[src/rtl/pwm_duty_meter.sv]
// PWM duty meter: measures high time and period of an asynchronous PWM input in
// sys_clk cycles, and flags a static (non-toggling) input with its held level.
module pwm_duty_meter #(
  parameter int unsigned      CNT_W       = 20,
  parameter logic [CNT_W-1:0] TIMEOUT_MAX = CNT_W'(1_000_000)
) (
  input  logic             sys_clk,
  input  logic             sys_rst_n,
  input  logic             en,
  input  logic             pwm_in,
  output logic [CNT_W-1:0] high_cnt,
  output logic [CNT_W-1:0] period_cnt,
  output logic             meas_valid,
  output logic             timeout,
  output logic             static_level
);

  typedef enum logic [1:0] {
    IDLE = 2'd0,
    HIGH = 2'd1,
    LOW  = 2'd2
  } state_t;

  localparam logic [CNT_W-1:0] CNT_ZERO = '0;
  localparam logic [CNT_W-1:0] CNT_ONE  = CNT_W'(1);
  localparam logic [CNT_W-1:0] CNT_MAX  = '1;

  // Increment that sticks at all-ones instead of wrapping.
  function automatic logic [CNT_W-1:0] sat_inc(input logic [CNT_W-1:0] v);
    if (v == CNT_MAX) begin
      return v;
    end
    return v + CNT_ONE;
  endfunction

  state_t           state_q, state_d;
  logic             s1_q, s1_d;
  logic             s2_q, s2_d;
  logic             s3_q, s3_d;
  logic [CNT_W-1:0] per_q, per_d;
  logic [CNT_W-1:0] hi_q, hi_d;
  logic [CNT_W-1:0] idle_q, idle_d;
  logic [CNT_W-1:0] high_cnt_q, high_cnt_d;
  logic [CNT_W-1:0] period_cnt_q, period_cnt_d;
  logic             meas_valid_q, meas_valid_d;
  logic             timeout_q, timeout_d;
  logic             static_level_q, static_level_d;

  logic             rise;
  logic             fall;
  logic             per_expired;
  logic             idle_expired;

  // Synchroniser plus history flop; runs independently of en.
  always_comb begin
    s1_d = pwm_in;
    s2_d = s1_q;
    s3_d = s2_q;
  end

  assign rise         = s2_q & ~s3_q;
  assign fall         = ~s2_q & s3_q;
  assign per_expired  = (per_q >= TIMEOUT_MAX);
  assign idle_expired = (idle_q >= TIMEOUT_MAX);

  always_comb begin
    state_d        = state_q;
    per_d          = per_q;
    hi_d           = hi_q;
    idle_d         = idle_q;
    high_cnt_d     = high_cnt_q;
    period_cnt_d   = period_cnt_q;
    meas_valid_d   = 1'b0;
    timeout_d      = timeout_q;
    static_level_d = static_level_q;

    if (!en) begin
      state_d   = IDLE;
      per_d     = CNT_ZERO;
      hi_d      = CNT_ZERO;
      idle_d    = CNT_ZERO;
      timeout_d = 1'b0;
    end else begin
      unique case (state_q)
        IDLE: begin
          per_d = CNT_ZERO;
          hi_d  = CNT_ZERO;
          if (rise) begin
            // First edge only opens a measurement; nothing is published yet.
            state_d = HIGH;
            per_d   = CNT_ONE;
            hi_d    = CNT_ONE;
            idle_d  = CNT_ZERO;
          end else if (idle_expired) begin
            timeout_d      = 1'b1;
            static_level_d = s2_q;
            idle_d         = CNT_ZERO;
          end else begin
            idle_d = sat_inc(idle_q);
          end
        end

        HIGH: begin
          if (per_expired) begin
            state_d        = IDLE;
            per_d          = CNT_ZERO;
            hi_d           = CNT_ZERO;
            idle_d         = CNT_ZERO;
            timeout_d      = 1'b1;
            static_level_d = s2_q;
          end else begin
            per_d = sat_inc(per_q);
            if (fall) begin
              state_d = LOW;
            end else begin
              hi_d = sat_inc(hi_q);
            end
          end
        end

        LOW: begin
          // A rise coinciding with expiry still closes the period normally.
          if (rise) begin
            high_cnt_d   = hi_q;
            period_cnt_d = per_q;
            meas_valid_d = 1'b1;
            timeout_d    = 1'b0;
            state_d      = HIGH;
            per_d        = CNT_ONE;
            hi_d         = CNT_ONE;
          end else if (per_expired) begin
            state_d        = IDLE;
            per_d          = CNT_ZERO;
            hi_d           = CNT_ZERO;
            idle_d         = CNT_ZERO;
            timeout_d      = 1'b1;
            static_level_d = s2_q;
          end else begin
            per_d = sat_inc(per_q);
          end
        end

        default: begin
          state_d = IDLE;
          per_d   = CNT_ZERO;
          hi_d    = CNT_ZERO;
          idle_d  = CNT_ZERO;
        end
      endcase
    end
  end

  always_ff @(posedge sys_clk) begin
    if (!sys_rst_n) begin
      state_q        <= IDLE;
      s1_q           <= 1'b0;
      s2_q           <= 1'b0;
      s3_q           <= 1'b0;
      per_q          <= CNT_ZERO;
      hi_q           <= CNT_ZERO;
      idle_q         <= CNT_ZERO;
      high_cnt_q     <= CNT_ZERO;
      period_cnt_q   <= CNT_ZERO;
      meas_valid_q   <= 1'b0;
      timeout_q      <= 1'b0;
      static_level_q <= 1'b0;
    end else begin
      state_q        <= state_d;
      s1_q           <= s1_d;
      s2_q           <= s2_d;
      s3_q           <= s3_d;
      per_q          <= per_d;
      hi_q           <= hi_d;
      idle_q         <= idle_d;
      high_cnt_q     <= high_cnt_d;
      period_cnt_q   <= period_cnt_d;
      meas_valid_q   <= meas_valid_d;
      timeout_q      <= timeout_d;
      static_level_q <= static_level_d;
    end
  end

  assign high_cnt     = high_cnt_q;
  assign period_cnt   = period_cnt_q;
  assign meas_valid   = meas_valid_q;
  assign timeout      = timeout_q;
  assign static_level = static_level_q;

endmodule

[config.mk]
export PLATFORM = sky130hd
export DESIGN_NAME = pwm_duty_meter
export DESIGN_NICKNAME = d
export VERILOG_FILES = /design/src/rtl/pwm_duty_meter.sv
export SDC_FILE = /design/constraint.sdc
export NUM_CORES = 1
export LEC_CHECK = 0
export ABC_AREA = 0
export CAP_MARGIN = 10
export CELL_PAD_IN_SITES_DETAIL_PLACEMENT = 1
export CELL_PAD_IN_SITES_GLOBAL_PLACEMENT = 2
export CORE_ASPECT_RATIO = 1.1
export CORE_MARGIN = 3
export CORE_UTILIZATION = 24
export DETAILED_ROUTE_END_ITERATION = 10
export DONT_BUFFER_PORTS = 1
export GPL_ROUTABILITY_DRIVEN = 0
export HOLD_SLACK_MARGIN = 0.05
export PLACE_DENSITY = 0.61
export SYNTH_ARGS = -nofsm -noshare
export SYNTH_HDL_FRONTEND = slang
export SYNTH_SLANG_ARGS = --single-unit
[constraint.sdc]
create_clock -name sys_clk -period 2.79 [get_ports sys_clk]
set_clock_uncertainty 0.1 [all_clocks]
set_input_delay 0.558 -clock sys_clk [delete_from_list [all_inputs] [get_ports sys_clk]]
set_output_delay 0.558 -clock sys_clk [all_outputs]
set_load 0.01 [all_outputs]
After elaboration in Yosys (flattened, before gate mapping)
Index checks and enable logic that the tools add are counted.
{"block": "op_classes", "n_addsub": 3, "order_cmp": 2, "eq_ne": 14, "mux": 54, "n_bitwise": 4, "reduce_logical": 10}
{"cell": "2-to-1 mux 20 bit", "n": 16}
{"cell": "one-hot mux 20 bit (3 select lines)", "n": 3}
{"cell": "adder 20 x 1 -> 20 bit, second input constant", "n": 3}
{"cell": "== test 20 bit, second input constant", "n": 3}
{"cell": ">= comparator 20 bit, second input constant", "n": 2}
{"cell": "2-to-1 mux 1 bit", "n": 27}
{"cell": "AND reduction 3 bit", "n": 5}
{"cell": "2-to-1 mux 2 bit", "n": 5}
{"cell": "inequality test 3 bit, second input constant", "n": 3}
{"cell": "inequality test 2 bit, second input constant", "n": 4}
{"cell": "one-hot mux 1 bit (3 select lines)", "n": 2}
{"cell": "one-hot mux 2 bit (3 select lines)", "n": 1}
{"cell": "inequality test 5 bit, second input constant", "n": 1}
{"cell": "AND reduction 5 bit", "n": 1}
{"cell": "inequality test 4 bit, second input constant", "n": 1}
{"cell": "AND reduction 2 bit", "n": 2}
{"cell": "nonzero test 3 bit", "n": 1}
{"cell": "AND 1 bit", "n": 2}
{"cell": "== test 2 x 1 -> 1 bit, second input constant", "n": 1}
{"cell": "== test 2 bit, second input constant", "n": 1}
{"cell": "logical NOT 2 bit", "n": 1}
{"cell": "inverter 1 bit", "n": 2}
{"block": "word_totals", "register_bits": 108, "inputBits": 4, "output_inout_bits": 43}

Logic depth before layout (Yosys ltp)
Gate-level depths: netlist of run 1.
{"block": "logic_depth", "ltp_word": 10, "depth_mapped": 9, "depth_no_buf": 7}

Worst setup path after synthesis of run 1
Ideal clock, no wire load.
{"block": "synth_path", "kind": "register to register", "start": "register hi_q[0]", "end": "register hi_q[3]", "setup_time_ns": 0.118, "t_arrival_ns": 2.121, "t_required_ns": 2.572, "path_slack_ns": 0.451, "stages_incl_launch_ff": 9, "cell_sequence": "dfxtp_1 ha_1 nand3_1 or3_4 o31a_1 a21o_4 buf_6 a41oi_1 nor2_1"}
{"block": "synth_via", "elab_chain_len": 8, "elab_cells_between_ends": 13, "classes_between": "add/sub: 1; eq/ne: 2; mux: 9; reduce/logical: 1"}
{"element": "start, declared", "line": "41", "rtl": "logic [CNT_W-1:0] hi_q, hi_d;"}
{"element": "start signal, assigned", "line": "173", "rtl": "hi_q <= hi_d;"}
{"element": "parallel branches: the longest is 8 deep, another holds adder 20 x 1 -> 20 bit"}
Several ways; the timed one is not identified. The select of a mux whose other input is x is not followed.
A chain may end at the register's enable or synchronous reset.

Worst setup path after layout of run 1
{"block": "layout_path", "start": "register hi_q[0]", "end": "register hi_q[7]"}
The elaborated chain is that of the path after synthesis.

==> metrics.txt, run 1 <==
Peak Freq 377 MHz; arrival time worst endpoint 2830 ps; clock latency on the worst-skew pair 350 ps; status complete, no violations; cell row count 54; placed insts 855; clock tree buffer depth 2; Netlist cell types 53; Synth Register Bits 108; Yosys Warn Count 0; min-delay src sys_rst_n; EDFF count, synth 0; clock tree sinks 108; input/output buffers 0; RSZ-0062 raised after global routing no; first-pass GRT wire length 24.2 mm; ANT cells 0; CTS buffer count 9; final wirelength 14.5 mm; Wirelength per Cell 16.7 um; Initial Util 24.7%; R2R Setup Slk 140 ps; Hold Path End s1_q; drt pass-1 iters 4; Mapped Area 4980 um2; fin nets 628; final hold vios 0; synthesized instance count 612; proportion of netlist area held by the largest area contributor 43.4%; Post-CTS Setup Bufs 0; CP max FO 15; Core ar. 20100 um2; Post-Route Setup TNS 0 ps; Detail Route Antenna Nets 0; total die area 22500 um2; final setup violation count 0; Via density 5.08; Reg2Reg Depth 7; initial antenna violation count 0; CTS root buf clkbuf_16; synth top area cells dfxtp_1 43%, nand2_1 9.4%, a21boi_0 6.0%, a21oi_1 4.0%, nand3_1 3.1%; total gr overflow 0; clock slew at reported path FFs 70 ps; Critical Path Source hi_q[0]; area delta synth->final 12.4%; Die Span Y 157 um; final worst setup slack 138 ps; overall power 2.88 mW; Critical Path Sink Type flop; Place WS 177 ps; worst hold path class in -> reg; Detailed Place HPWL 10.4 mm; Mapped Nets 626; Die Wd 143 um; share of cells above drive strength 1 6.96%; Slew Limit Fails 0; Relative slew margins 49.8%; Max Cap Violations 0; min Tclk post-route 2650 ps; hold_ws 222 ps; reg2reg end hi_q[7]; Mean Syn Cell Area 8.13 um2; worst setup path class reg -> reg; GR Util All Layers 13.3%; Iter 0 DRT Violations 149; Setup crit start kind flop; H-tree levels 3; Critical R2R Launch hi_q[0]; Hold Buf Count CTS 0; CTS tree built; power per cell area 515 nW/um2; Worst VDD drop 0.285 mV; async set-reset flop share out of synthesis 0%; pin count of the biggest net entering global routing 48; Yosys top cell by area dfxtp_1; final std cells w/o fill 870; post-synthesis sequential area ratio 43.4%; DRC Markers 0; post-cts gate resize count 0; IO Count 47; leakage 1.75 nW; Worst-Margin Slew 753 ps; Worst EP required 2970 ps; Worst Hold Path Cells 1; routed vias 4417; ys flop type dfxtp_1; vias in the first global route 4591; fin crit share 95.1%
==> state kept, by name (all words and copies together), names as in the netlist <==
signal        count
hi_q             20
high_cnt         20
idle_q           20
per_q            20
period_cnt       20
state_q           2
meas_valid        1
s1_q              1
s2_q              1
s3_q              1
static_level      1
timeout           1
==> metrics by stage <==
stage	area [um2]	util, %
finish	5600	27.8
global placement	5320	26.4
CTS	5600	27.8
global route	5600	27.8
detailed placement	5320	26.4
floorplan	4980	-
==> worst max-delay path by stage <==
stage                          end  slack (ps)  depth (start not counted)
after floorplan            hi_q[3]         450                          8
after global placement    hi_q[10]         260                          7
after detailed placement   hi_q[7]         180                          7
after CTS                  hi_q[7]         140                          7
after global routing       hi_q[4]          20                          8
final                      hi_q[7]         140                          7
==> final cells by class <==
cell class              instances  area, um2
repair buffers                 21        158
clock inverters                 3       21.3
clock buffers                  12        256
flip-flops and latches        108       2160
inverters                      11       41.3
multi-input cells             463       2640
fillers                      2448      14500
well taps                     252        315
==> placed cells by master, fill, tap and decap left out, types with 4 or more instances in the layout <==
master	count
or3_1	9
nand4_1	8
nand2_1	125
ha_1	10
and2_1	7
a211oi_1	8
nor3_1	10
a21oi_1	40
nand3_1	31
xor2_1	9
inv_1	11
o31ai_1	7
a21boi_0	40
nor2_1	41
buf_4	21
dfxtp_1	108
and4_1	6
a41oi_1	5
a31oi_1	11
and3_1	6
o21ai_0	31
clkbuf_16	9
nor4_1	5
o41ai_1	4
nand2b_1	5
nand3b_1	10
==> Yosys cell counts (4+ instances only) <==
cell      number
or3_1          9
nand3b_1      10
and4_1         6
a21boi_0      40
nand2_1      125
inv_1         11
ha_1          10
o21ai_0       31
nand2b_1       5
nor3_1        10
nor4_1         5
a21oi_1       40
a31oi_1       11
a41oi_1        5
nor2_1        41
and3_1         6
and2_1         7
o41ai_1        4
nand3_1       31
nand4_1        8
dfxtp_1      108
a211oi_1       8
xor2_1         9
clkbuf_1      22
o31ai_1        7
buf_2          4
==> logic make-up after synthesis <==
family,count (synthesis),share of synthesized area (%)
mux,2,0.402
compound gates,164,21.7
xor+xnor,12,2.11
buf+inv,41,3.49
fa+ha+maj,10,2.51
flops,108,43.4
simple gates,275,26.3
==> critical path, stage by stage (launching register included) <==
cell and delay, ps:
dfxtp_1 460, ha_1 240, nand3_1 220, or3_4 480, o31a_1 380, a21o_4 320, nand2b_4 180, a31oi_1 200
==> layer usage <==
| layer | up-vias | global-route usage (%) | routed length [um] |
|---|---|---|---|
| met5 | - | 0 | 0 |
| met4 | 0 | 3.99 | 212 |
| met3 | 12 | 2.73 | 401 |
| met2 | 38 | 22.9 | 7030 |
| met1 | 2186 | 16.8 | 6850 |
| li1 | 2181 | - | - |
==> power breakdown <==
part / switching (mW) / total [mW] / internal, mW
sequential: 0.00589 / 1.55 / 1.55
combinational: 0.0604 / 0.0967 / 0.0363
clock: 0.580 / 1.23 / 0.653
(Power assumes the default switching activity.)
==> inputs of run 2 (changes only) <==
--- a/config.mk
+++ b/config.mk
@@ -10,7 +10,7 @@
 export CELL_PAD_IN_SITES_DETAIL_PLACEMENT = 1
 export CELL_PAD_IN_SITES_GLOBAL_PLACEMENT = 2
 export CORE_ASPECT_RATIO = 1.1
-export CORE_MARGIN = 3
+export CORE_MARGIN = 4
 export CORE_UTILIZATION = 24
 export DETAILED_ROUTE_END_ITERATION = 10
 export DONT_BUFFER_PORTS = 1
==> constraint.sdc (replaced) <==
create_clock -name sys_clk -period 2.79 [get_ports sys_clk]
set_clock_uncertainty 0.1 [all_clocks]
set_input_delay 0.1395 -clock sys_clk [delete_from_list [all_inputs] [get_ports sys_clk]]
set_output_delay 0.1395 -clock sys_clk [all_outputs]
set_load 0.01 [all_outputs]
==> metrics.txt, run 2 (synthesized netlist as in run 1, its figures left out) <==
RSZ-0062 raised after global routing no (unchanged); Fillers 2436 (was 2448); DRC Markers 0 (unchanged); final hold vios 0 (unchanged); status complete, no violations (unchanged); Slew Limit Fails 0 (unchanged); Initial Util 24.3% (was 24.7%); crit-path cells ha_1 -> nand3_1 -> or3_4 -> o31a_1 -> a21o_4 -> a41oi_1 -> a211oi_1 (was ha_1 -> nand3_1 -> or3_4 -> o31a_1 -> a21o_4 -> nand2b_4 -> a31oi_1); Reg2Reg Depth 7 (unchanged); min-delay src en (was sys_rst_n); leakage 1.82 nW (was 1.75 nW); R2R Setup Slk 150 ps (was 140 ps); ANT cells 0 (unchanged); CTS buffer count 9 (unchanged); GR Util All Layers 13.0% (was 13.3%); CP max FO 15 (unchanged); Relative slew margins 50.9% (was 49.8%); clock slew at reported path FFs 80 ps (was 70 ps); NetSw 698 uW (was 646 uW); Setup crit start kind flop (unchanged); commonest non-fill, non-tap cell in the layout nand2_1 (unchanged); Hold Path End idle_q[16] (was s1_q); Switching Share 24.0% (was 22.4%); power per cell area 509 nW/um2 (was 515 nW/um2); first-pass GRT wire length 24.9 mm (was 24.2 mm); arrival time worst endpoint 2770 ps (was 2830 ps); min Tclk post-route 2640 ps (was 2650 ps); Iter 0 DRT Violations 213 (was 149); IO Count 47 (unchanged); Worst-Margin Slew 737 ps (was 753 ps); Die Wd 145 um (was 143 um); Comb power frac 4.0% (was 3.4%); Peak Freq 379 MHz (was 377 MHz); Die Span Y 159 um (was 157 um); worst setup path class reg -> reg (unchanged); Critical Path Sink Type flop (unchanged); Via density 4.99 (was 5.08); drt pass-1 iters 4 (unchanged); Detailed Place HPWL 10.5 mm (was 10.4 mm); Core ar. 20500 um2 (was 20100 um2); clock tree buffer depth 2 (unchanged); Worst VDD drop 0.260 mV (was 0.285 mV); Cell Int Power 2.21 mW (was 2.23 mW); clock tree sinks 108 (unchanged); final wirelength 14.8 mm (was 14.5 mm); Place WS 171 ps (was 177 ps); most frequent cells in the layout 125 x nand2_1, 107 x dfxtp_1, 41 x nor2_1 (was 125 x nand2_1, 108 x dfxtp_1, 41 x nor2_1); Wirelength per Cell 16.8 um (was 16.7 um); CTS root buf clkbuf_16 (unchanged); Worst Hold Path Cells 3 (was 1); routed vias 4412 (was 4417); clock latency on the worst-skew pair 350 ps (about the same); area delta synth->final 14.8% (was 12.4%); final setup violation count 0 (unchanged); final worst setup slack 151 ps (was 138 ps); total die area 23100 um2 (was 22500 um2); fin nets 638 (was 628); fin crit share 94.6% (was 95.1%); Max Cap Violations 0 (unchanged); Max stage delay on crit path 480 ps (about the same); share of cells above drive strength 1 7.79% (was 6.96%); Seq pwr share 53.3% (was 53.8%); clock network fraction of total power 42.7% (was 42.8%); initial antenna violation count 0 (unchanged); cell row count 55 (was 54); H-tree levels 3 (unchanged); worst hold path class in -> reg (unchanged); Post-Route Setup TNS 0 ps (unchanged); pin count of the biggest net entering global routing 45 (was 48); Detail Route Antenna Nets 0 (unchanged); Critical Path Source hi_q[1] (was hi_q[0]); vias in the first global route 4572 (was 4591); input/output buffers 0 (unchanged); slowest CP cell or3_4 (unchanged); CTS tree built (unchanged); Critical R2R Launch hi_q[1] (was hi_q[0]); Worst EP required 2920 ps (was 2970 ps); total gr overflow 0 (unchanged); reg2reg end hi_q[18] (was hi_q[7])
==> run 2: changes by cell type in the layout (fill, tap and decap cells not counted), sizes merged <==
cell | before | now
buf | 21 | 26
dlygate4sd3 | 0 | 5
clkinv | 1 | 3
clkbuf | 12 | 11
clkinvlp | 1 | 0
inv | 12 | 13
==> run 2: worst max path at each step <==
stage,end,slack [ps],cells after the start
after floorplan,hi_q[3],450,8
after global placement,hi_q[3],340,7
after detailed placement,hi_q[18],170,7
after CTS,hi_q[18],160,7
after global routing,hi_q[18],20,7
final,hi_q[18],150,7
==> run 2: layout make-up <==
cell class	instances	area [um2]	area share, %
multi-input combinational	463	2640	46.2
clock inverter	5	46.3	0.810
clock buffer	11	233	4.07
sequential	108	2160	37.8
timing repair buffer	31	270	4.73
tap	256	320	5.60
inverter	11	41.3	0.722
==> run 2: per-layer routing <==
metal,track usage [%],up-vias,part of all wire [%]
met5,0,-,0
met4,3.67,0,1.2
met3,2.39,14,2.5
met2,23.1,46,50
met1,16.1,2149,46
li1,-,2203,-
==> run 2: metrics by stage <==
step	instances	hold WS [ps]	util (%)	power [mW]	cell area (um2)
2_1_floorplan	612	167	-	1.66	4980
3_3_place_gp	863	179	26.2	1.69	5370
3_5_place_dp	863	175	26.2	1.69	5370
4_1_cts	885	53.3	27.9	2.96	5720
5_1_grt	885	81.1	27.9	3.04	5720
6_report	885	72.8	27.9	2.91	5720
==> run 2: critical path: cells and delay by family, from the launching register on <==
| kind | cells | cell delay [ps] |
|---|---|---|
| compound gates | 4 | 1020 |
| fa+ha+maj | 1 | 250 |
| flops | 1 | 430 |
| simple gates | 2 | 700 |
==> run 2: power by group through the flow <==
stage	sequential, mW	combinational, mW	clock (mW)
3_5_place_dp	1.59	0.101	0
4_1_cts	1.55	0.119	1.29
3_3_place_gp	1.59	0.100	0
6_report	1.55	0.118	1.24
2_1_floorplan	1.59	0.0701	0
5_1_grt	1.55	0.132	1.36
==> run 2: what timing repair did <==
item | 4_1_cts | 5_1_grt
hold endpoints to repair | 45 | 0
gates resized for setup | 0 | 1
setup endpoints to repair | 0 | 1
hold buffers | 6 | 0
buffers inserted | 0 | 0
